`config.mk`:
```
export PLATFORM = sky130hd
export DESIGN_NAME = reg_file_16x32_flat
export DESIGN_NICKNAME = d
export VERILOG_FILES = /design/src/rtl/reg_file_16x32_if.sv /design/src/rtl/reg_file_16x32.sv /design/src/flat_wrapper.sv
export SDC_FILE = /design/constraint.sdc
export NUM_CORES = 1
export LEC_CHECK = 0
export CAP_MARGIN = 20
export CELL_PAD_IN_SITES_DETAIL_PLACEMENT = 0
export CELL_PAD_IN_SITES_GLOBAL_PLACEMENT = 2
export CORE_MARGIN = 3
export CORE_UTILIZATION = 48
export DETAILED_ROUTE_END_ITERATION = 6
export HOLD_SLACK_MARGIN = 0.15
export MAX_ROUTING_LAYER = met4
export PLACE_DENSITY_LB_ADDON = 0.25
export SLEW_MARGIN = 25
export SYNTH_ARGS = -nofsm -noshare
export SYNTH_HDL_FRONTEND = slang
export SYNTH_SLANG_ARGS = --single-unit
```
`constraint.sdc`:
```
create_clock -name clk -period 6.6 [get_ports clk]
set_input_delay 1.32 -clock clk [delete_from_list [all_inputs] [get_ports clk]]
set_output_delay 1.32 -clock clk [all_outputs]
set_load 0.05 [all_outputs]
```
`src/rtl/reg_file_16x32_if.sv`:
```
// reg_file_16x32_if: operand read ports, write port and init status bundle
interface reg_file_16x32_if #(
    parameter int WIDTH = 32,
    parameter int AW = 4
);
    logic [AW-1:0] rs_addr, rt_addr, rd_addr;
    logic [WIDTH-1:0] wr_data, rs_data, rt_data;
    logic wr_en, init_busy;
    modport master (
        output rs_addr, rt_addr, rd_addr, wr_data, wr_en,
        input rs_data, rt_data, init_busy
    );
    modport slave (
        input rs_addr, rt_addr, rd_addr, wr_data, wr_en,
        output rs_data, rt_data, init_busy
    );
endinterface

```
`src/rtl/reg_file_16x32.sv`:
```
// reg_file_16x32: 2R/1W register file with hardwired R0 and post-reset clear engine
module reg_file_16x32 #(
    parameter int NREG = 16,
    parameter int WIDTH = 32,
    parameter int AW = 4
) (
    input logic clk,
    input logic rst,
    reg_file_16x32_if.slave bus
);
    typedef enum logic [1:0] {HOLD, CLEAR, READY} state_t;
    state_t state, state_n;
    logic [AW-1:0] ptr, ptr_n;
    logic [WIDTH-1:0] regs [NREG];
    // Clear engine walks R1..R(NREG-1) once, then the file goes ready
    always_comb begin
        state_n = state == HOLD ? CLEAR : (state == CLEAR && ptr == AW'(NREG - 1)) ? READY : state;
        ptr_n = state == CLEAR ? ptr + AW'(1) : ptr;
    end
    // State and clear pointer; reset restarts the clear from R1
    always_ff @(posedge clk) begin
        if (rst) begin
            state <= HOLD;
            ptr <= AW'(1);
        end else begin
            state <= state_n;
            ptr <= ptr_n;
        end
    end
    // Storage: clear writes while busy, architectural writes only when ready; R0 never stored
    always_ff @(posedge clk) begin
        if (!rst && state == CLEAR)
            regs[ptr] <= '0;
        else if (!rst && state == READY && bus.wr_en && bus.rd_addr != '0)
            regs[bus.rd_addr] <= bus.wr_data;
    end
    assign bus.init_busy = state != READY;
    assign bus.rs_data = bus.init_busy || bus.rs_addr == '0 ? '0 : regs[bus.rs_addr];
    assign bus.rt_data = bus.init_busy || bus.rt_addr == '0 ? '0 : regs[bus.rt_addr];
endmodule

```
`src/flat_wrapper.sv`:
```
// flat-port wrapper written by rule: the top's interface ports become plain ports
module reg_file_16x32_flat 
#(
    parameter int NREG = 16,
    parameter int WIDTH = 32,
    parameter int AW = 4
)
  (clk, rst, bus_rs_addr, bus_rt_addr, bus_rd_addr, bus_wr_data, bus_wr_en, bus_rs_data, bus_rt_data, bus_init_busy);
  reg_file_16x32_if #(.WIDTH(WIDTH), .AW(AW)) bus_i ();
  input logic clk;
  input logic rst;
  input wire logic [$bits(bus_i.rs_addr)-1:0] bus_rs_addr;
  input wire logic [$bits(bus_i.rt_addr)-1:0] bus_rt_addr;
  input wire logic [$bits(bus_i.rd_addr)-1:0] bus_rd_addr;
  input wire logic [$bits(bus_i.wr_data)-1:0] bus_wr_data;
  input wire logic [$bits(bus_i.wr_en)-1:0] bus_wr_en;
  output wire logic [$bits(bus_i.rs_data)-1:0] bus_rs_data;
  output wire logic [$bits(bus_i.rt_data)-1:0] bus_rt_data;
  output wire logic [$bits(bus_i.init_busy)-1:0] bus_init_busy;
  assign bus_i.rs_addr = bus_rs_addr;
  assign bus_i.rt_addr = bus_rt_addr;
  assign bus_i.rd_addr = bus_rd_addr;
  assign bus_i.wr_data = bus_wr_data;
  assign bus_i.wr_en = bus_wr_en;
  assign bus_rs_data = bus_i.rs_data;
  assign bus_rt_data = bus_i.rt_data;
  assign bus_init_busy = bus_i.init_busy;
  reg_file_16x32 #(.NREG(NREG), .WIDTH(WIDTH), .AW(AW)) u_core (.clk(clk), .rst(rst), .bus(bus_i));
endmodule
```
; ---- Yosys cells after proc, flatten, opt, wreduce, memory -nomap -nowiden
; Memory sizes are Yosys's and may differ from the RTL's.
; Index checks and enable logic that the tools add are counted.
; W data, S select, Z words.
[op_classes]
n_addsub = 1
reduce_logical = 15
eq_ne = 4
n_mux = 12
[op_table]
columns = operator, count
row1 = $mux W32, 3
row2 = $reduce_or A32 Y1, 1
row3 = $logic_not A4 Y1, 2
row4 = $mux W1, 8
row5 = $logic_and A1 B1 Y1, 5
row6 = $add A4 B1 Y4 const B, 1
row7 = $eq A4 B4 Y1 const B, 1
row8 = $mux W4, 1
row9 = $reduce_bool A4 Y1, 1
row10 = $eq A2 B1 Y1 const B, 1
row11 = $eq A2 B2 Y1 const B, 1
row12 = $logic_not A2 Y1, 1
row13 = $logic_or A1 B1 Y1, 2
row14 = $ne A2 B2 Y1 const B, 1
row15 = $reduce_bool A2 Y1, 1
row16 = $reduce_or A2 Y1, 1
row17 = $logic_not A1 Y1, 1
[totals]
mem_bits_rw = 512
n_memories = 1
inputBits = 47
output_inout_bits = 65
ff_bits = 6
word_cells = 36
[memory_table]
columns = memory, words, width, rd, rd_ports_with_merged_regs, write_ports, line
row1 = u_core.regs, 16, 32, 2, 0, 1, reg_file_16x32.sv:14  ; logic [WIDTH-1:0] regs [NREG];

; ---- Depth between registers and ports, before layout
[depth]
depth_word = 9
ltp_mapped = 6
ltp_nobuf = 4

; ---- Least setup slack after synthesis
; Ideal clock, no wire load.
[synth_timing]
path_type = input -> register
from = in rst
to = mem u_core.regs[3][0], enable pin
setup_slack_ps = 1478
setup_time_ps = 470
arrival_ps = 4652
cell_stages = 5
t_required_ps = 6130
cell_sequence = clkbuf_1 > nor4bb_1 > clkbuf_1 > nand3_1 > a211oi_1
[synth_via]
elab_chain_cells = 9
word_cells_on_any_way = 13
cone_classes = 7 x mux / 6 x reduce/logical
[synth_rtl]
columns = element, line
row1 = from (decl), flat_wrapper.sv:11  ; input logic rst;
row2 = $logic_not A1 Y1 *, "reg_file_16x32.sv:32, reg_file_16x32.sv:34"
row3 = $logic_and A1 B1 Y1 (3 in a row), reg_file_16x32.sv:34  ; else if (!rst && state == READY && bus.wr_en && bus.rd_addr != '0)
row4 = $mux W1, reg_file_16x32.sv:34
row5 = $mux W1, reg_file_16x32.sv:32  ; if (!rst && state == CLEAR)
row6 = $mux W1 (implied by the code), reg_file_16x32.sv:35  ; regs[bus.rd_addr] <= bus.wr_data;
row7 = $reduce_or A32 Y1 (no source line), -
row8 = $mux W4 (no source line) / $mux W1 (equally long branches), -
row9 = to (decl), reg_file_16x32.sv:14
; Mark *: on every way between the ends. The rest lies on a longest branch, timed or not.

; ---- Worst setup path in the final report
[layout_timing]
from = in bus_rs_addr[3]
to = out bus_rs_data[31]
[layout_via]
elab_chain_cells = 3
word_cells_on_any_way = 4
cone_classes = 1 x mux / 2 x reduce/logical / 1 x memory
[layout_rtl]
columns = element, line
row1 = from (decl), flat_wrapper.sv:12  ; input wire logic [$bits(bus_i.rs_addr)-1:0] bus_rs_addr;
row2 = branches (longest 2 deep; another with $mem_v2 Z16 W32), -
row3 = $mux W32 *, reg_file_16x32.sv:38  ; assign bus.rs_data = bus.init_busy || bus.rs_addr == '0 ? '0 : regs[bus.rs_addr];
row4 = to (decl), flat_wrapper.sv:17  ; output wire logic [$bits(bus_i.rs_data)-1:0] bus_rs_data;
; Every way passes the cells marked *.

==> flow_summary.ini <==
[final_layout]
syn_to_final_growth_pct = 16.1
nets = 1277
design_area_um2 = 27500
antenna_cells = 0
drive_gt1_frac = 0.319

[setup_path]
cp_max_fo = 17
required_ns = 5.28
r2r_start = u_core.state[1]
cp.arrival_ns = 4.21
crit_path_end_kind = output pin
criticalPathCategory = in -> out
reg2reg_slack_ns = 3.41
cp-startpoint = bus_rs_addr[3]
worst_setup_path_start_kind = primary input

[routing]
viasPerCell = 6.64
first_iter_violations = 1283
ant_nets = 0
dr.pass1.iters = 5
routed_wl_mm = 60.7
drc = 0
wl_per_cell_um = 31.5
vias = 12800

[job]
max_cap_viol_count = 0

[logic_synthesis]
ys_types = 39
synth_ff_type = edfxtp_1
ys_async_sr_fraction = 0
synth_edf_count = 512
synthAdderAreaFrac = 0.000529
yosys.area_share.xor_xnor = 0.000741
synthSimpleGateAreaFrac = 0.0188
synthMuxAreaShare = 0.244
yosysWarnings = 0
avgSynthCellArea_um2 = 21.4
synth_area_um2 = 23700
syn-instance-count = 1104
ys_seq_area_frac = 0.655
synth_compound_area_frac = 0.0587
syn-num-nets = 1152
synth-seq-cells = 518
synth_top_family_by_area = multiplexers

[clock_network]
htreeDepth = 2
clock_tree.buffer_depth = 3
root_buffer = clkbuf_16
cts.sink_count = 518
cts_buffers = 53
worstSkewPairLatency_ns = 0.60
cts_resized = 0
cts.clk_slew.worst_paths_ns = 0.06
cts-hold-fix-buffers = 0
tritoncts = built
post_cts_buffers = 0

[timing]
slew_headroom = 0.317
fmax_mhz = 181
hold_viol_final = 0
skew_ns = 0.0147
tightest_slew_ns = 1.03
finalWorstSetupSlack_ns = 1.07
rsz0062_at_grt = false
fin_crit_sh = 0.837
period_needed_ns = 5.53
setup_viol = 0
final_max_slew_viol_count = 0
tns_ns = 0

[place]
place_ws_ns = 1.10
routabilityCongestion = 0.773
numPortBuffers = 111
dpl_cell_area_um2 = 25800
post-dp-hpwl_mm = 35.1

[floorplan]
ios = 112
core_area_um2 = 48200
die_area_um2 = 52000
start_util = 0.490
die_x_um = 228
die_y_um = 228
rows = 80

[global_routing]
grt_max_degree = 48
grt.overflow.total = 0
grt_pass1_wl_mm = 90.4
antenna_found_initial = 0
track_usage = 0.242
grt_pass1_vias = 13400

[power_and_ir_drop]
power_density_nw_per_um2 = 249
ir_drop_mv = 0.208
power.leakage_nw = 7.57

[min_path]
hold_start = u_core.ptr[3]
hp-class = reg -> reg

[run_status]
status = finished, final reports clean
[worst max-delay path, stage by stage]
cell and delay (ns):
clkdlybuf4s50_1 0.44, or3b_1 0.43, nor2_4 0.70, buf_4 0.32
a221o_1 0.17, clkdlybuf4s50_1 0.82
[report_power, final]
group          total (W)  internal [W]  switching [W]
clock            0.00290       0.00167        0.00122
combinational   0.000327      0.000161       0.000166
sequential       0.00362       0.00360      0.0000186
[area by class of cell]
cell class | instances | area [um^2]
inverters | 7 | 26.3
repair buffers | 161 | 1580
clock buffers | 67 | 1420
well taps | 656 | 821
clock inverters | 31 | 244
fillers | 3619 | 20800
flip-flops and latches | 518 | 15500
multi-input cells | 488 | 7880
[cell usage after synthesis (2+ instances only)]
library cell  count  area, um^2
or3b_1            2        17.5
o211ai_1          2        15.0
xor2_1            2        17.5
a32oi_1           4        35.0
nand3b_1          3        22.5
buf_2            21         105
o21ai_0           4        20.0
nand2_1           2        7.51
a22o_1           64         561
nor4bb_1          3        30.0
and2_1           33         206
buf_4             2        15.0
buf_6            16         180
clkbuf_1         48         180
nand3_1           3        15.0
a221o_1          64         641
a211oi_1          3        22.5
edfxtp_1        512       15400
inv_1             7        26.3
nand2b_1          2        12.5
nor2b_1           3        18.8
mux4_2          256        5770
buf_1             4        15.0
a21oi_1          15        75.1
and4b_1           2        20.0
nor2_1            9        33.8
dfxtp_1           6         120
[kinds of logic (layout without fill, tap and decap cells)]
kind of cell	count (synthesis)	after routing
muxes	257	257
AOI/OAI and AO/OA	158	158
and+or+nand+nor	70	70
DFF	518	518
buffers and inverters	98	266
adders and majority gates	1	1
xor gates and xnor gates	2	2
[layout by cell type (no fill, tap or decap), types with 4 or more instances in the layout]
cell / instances
edfxtp_1: 512
mux4_2: 256
clkdlybuf4s50_1: 106
a22o_1: 64
a221o_1: 64
clkbuf_16: 55
buf_4: 44
and2_1: 33
clkinv_1: 14
a21oi_4: 12
clkbuf_1: 12
clkinv_2: 11
inv_1: 7
buf_12: 7
nor2_1: 6
dfxtp_1: 6
a32oi_1: 4
o21ai_0: 4
bufinv_16: 4
[per-layer routing]
| metal | routed length [um] | vias up | track usage | part of all wire |
|---|---|---|---|---|
| met5 | 0 | - | - | 0 |
| met4 | 1440 | 0 | 0.0661 | 0.024 |
| met3 | 3830 | 103 | 0.0332 | 0.063 |
| met2 | 30300 | 522 | 0.389 | 0.50 |
| met1 | 25200 | 6955 | 0.332 | 0.41 |
| li1 | - | 5218 | - | - |
[path summary, 6_finish.rpt]
check | to | depth (start not counted)
max reg2reg | u_core.regs[14][13] | 5
min | u_core.ptr[3] | 2
max | bus_rs_data[31] | 6
min reg2reg | u_core.ptr[3] | 2
[sequential cells by signal (all words and copies together), names as in the netlist]
| signal | cells |
|---|---|
| u_core.state | 2 |
| u_core.ptr | 4 |
| u_core.regs | 512 |
[metrics by stage]
stage / cells / hold slack, ns / total power, W / util
2_1_floorplan: 1104 / 0.504 / 0.00391 / -
3_3_place_gp: 1830 / 0.542 / 0.00402 / 0.535
3_5_place_dp: 1830 / 0.558 / 0.00402 / 0.535
4_1_cts: 1928 / 0.567 / 0.00690 / 0.569
5_1_grt: 1928 / 0.605 / 0.00705 / 0.569
6_report: 1928 / 0.564 / 0.00684 / 0.569
No activity file was read; power rests on OpenSTA's default activity.
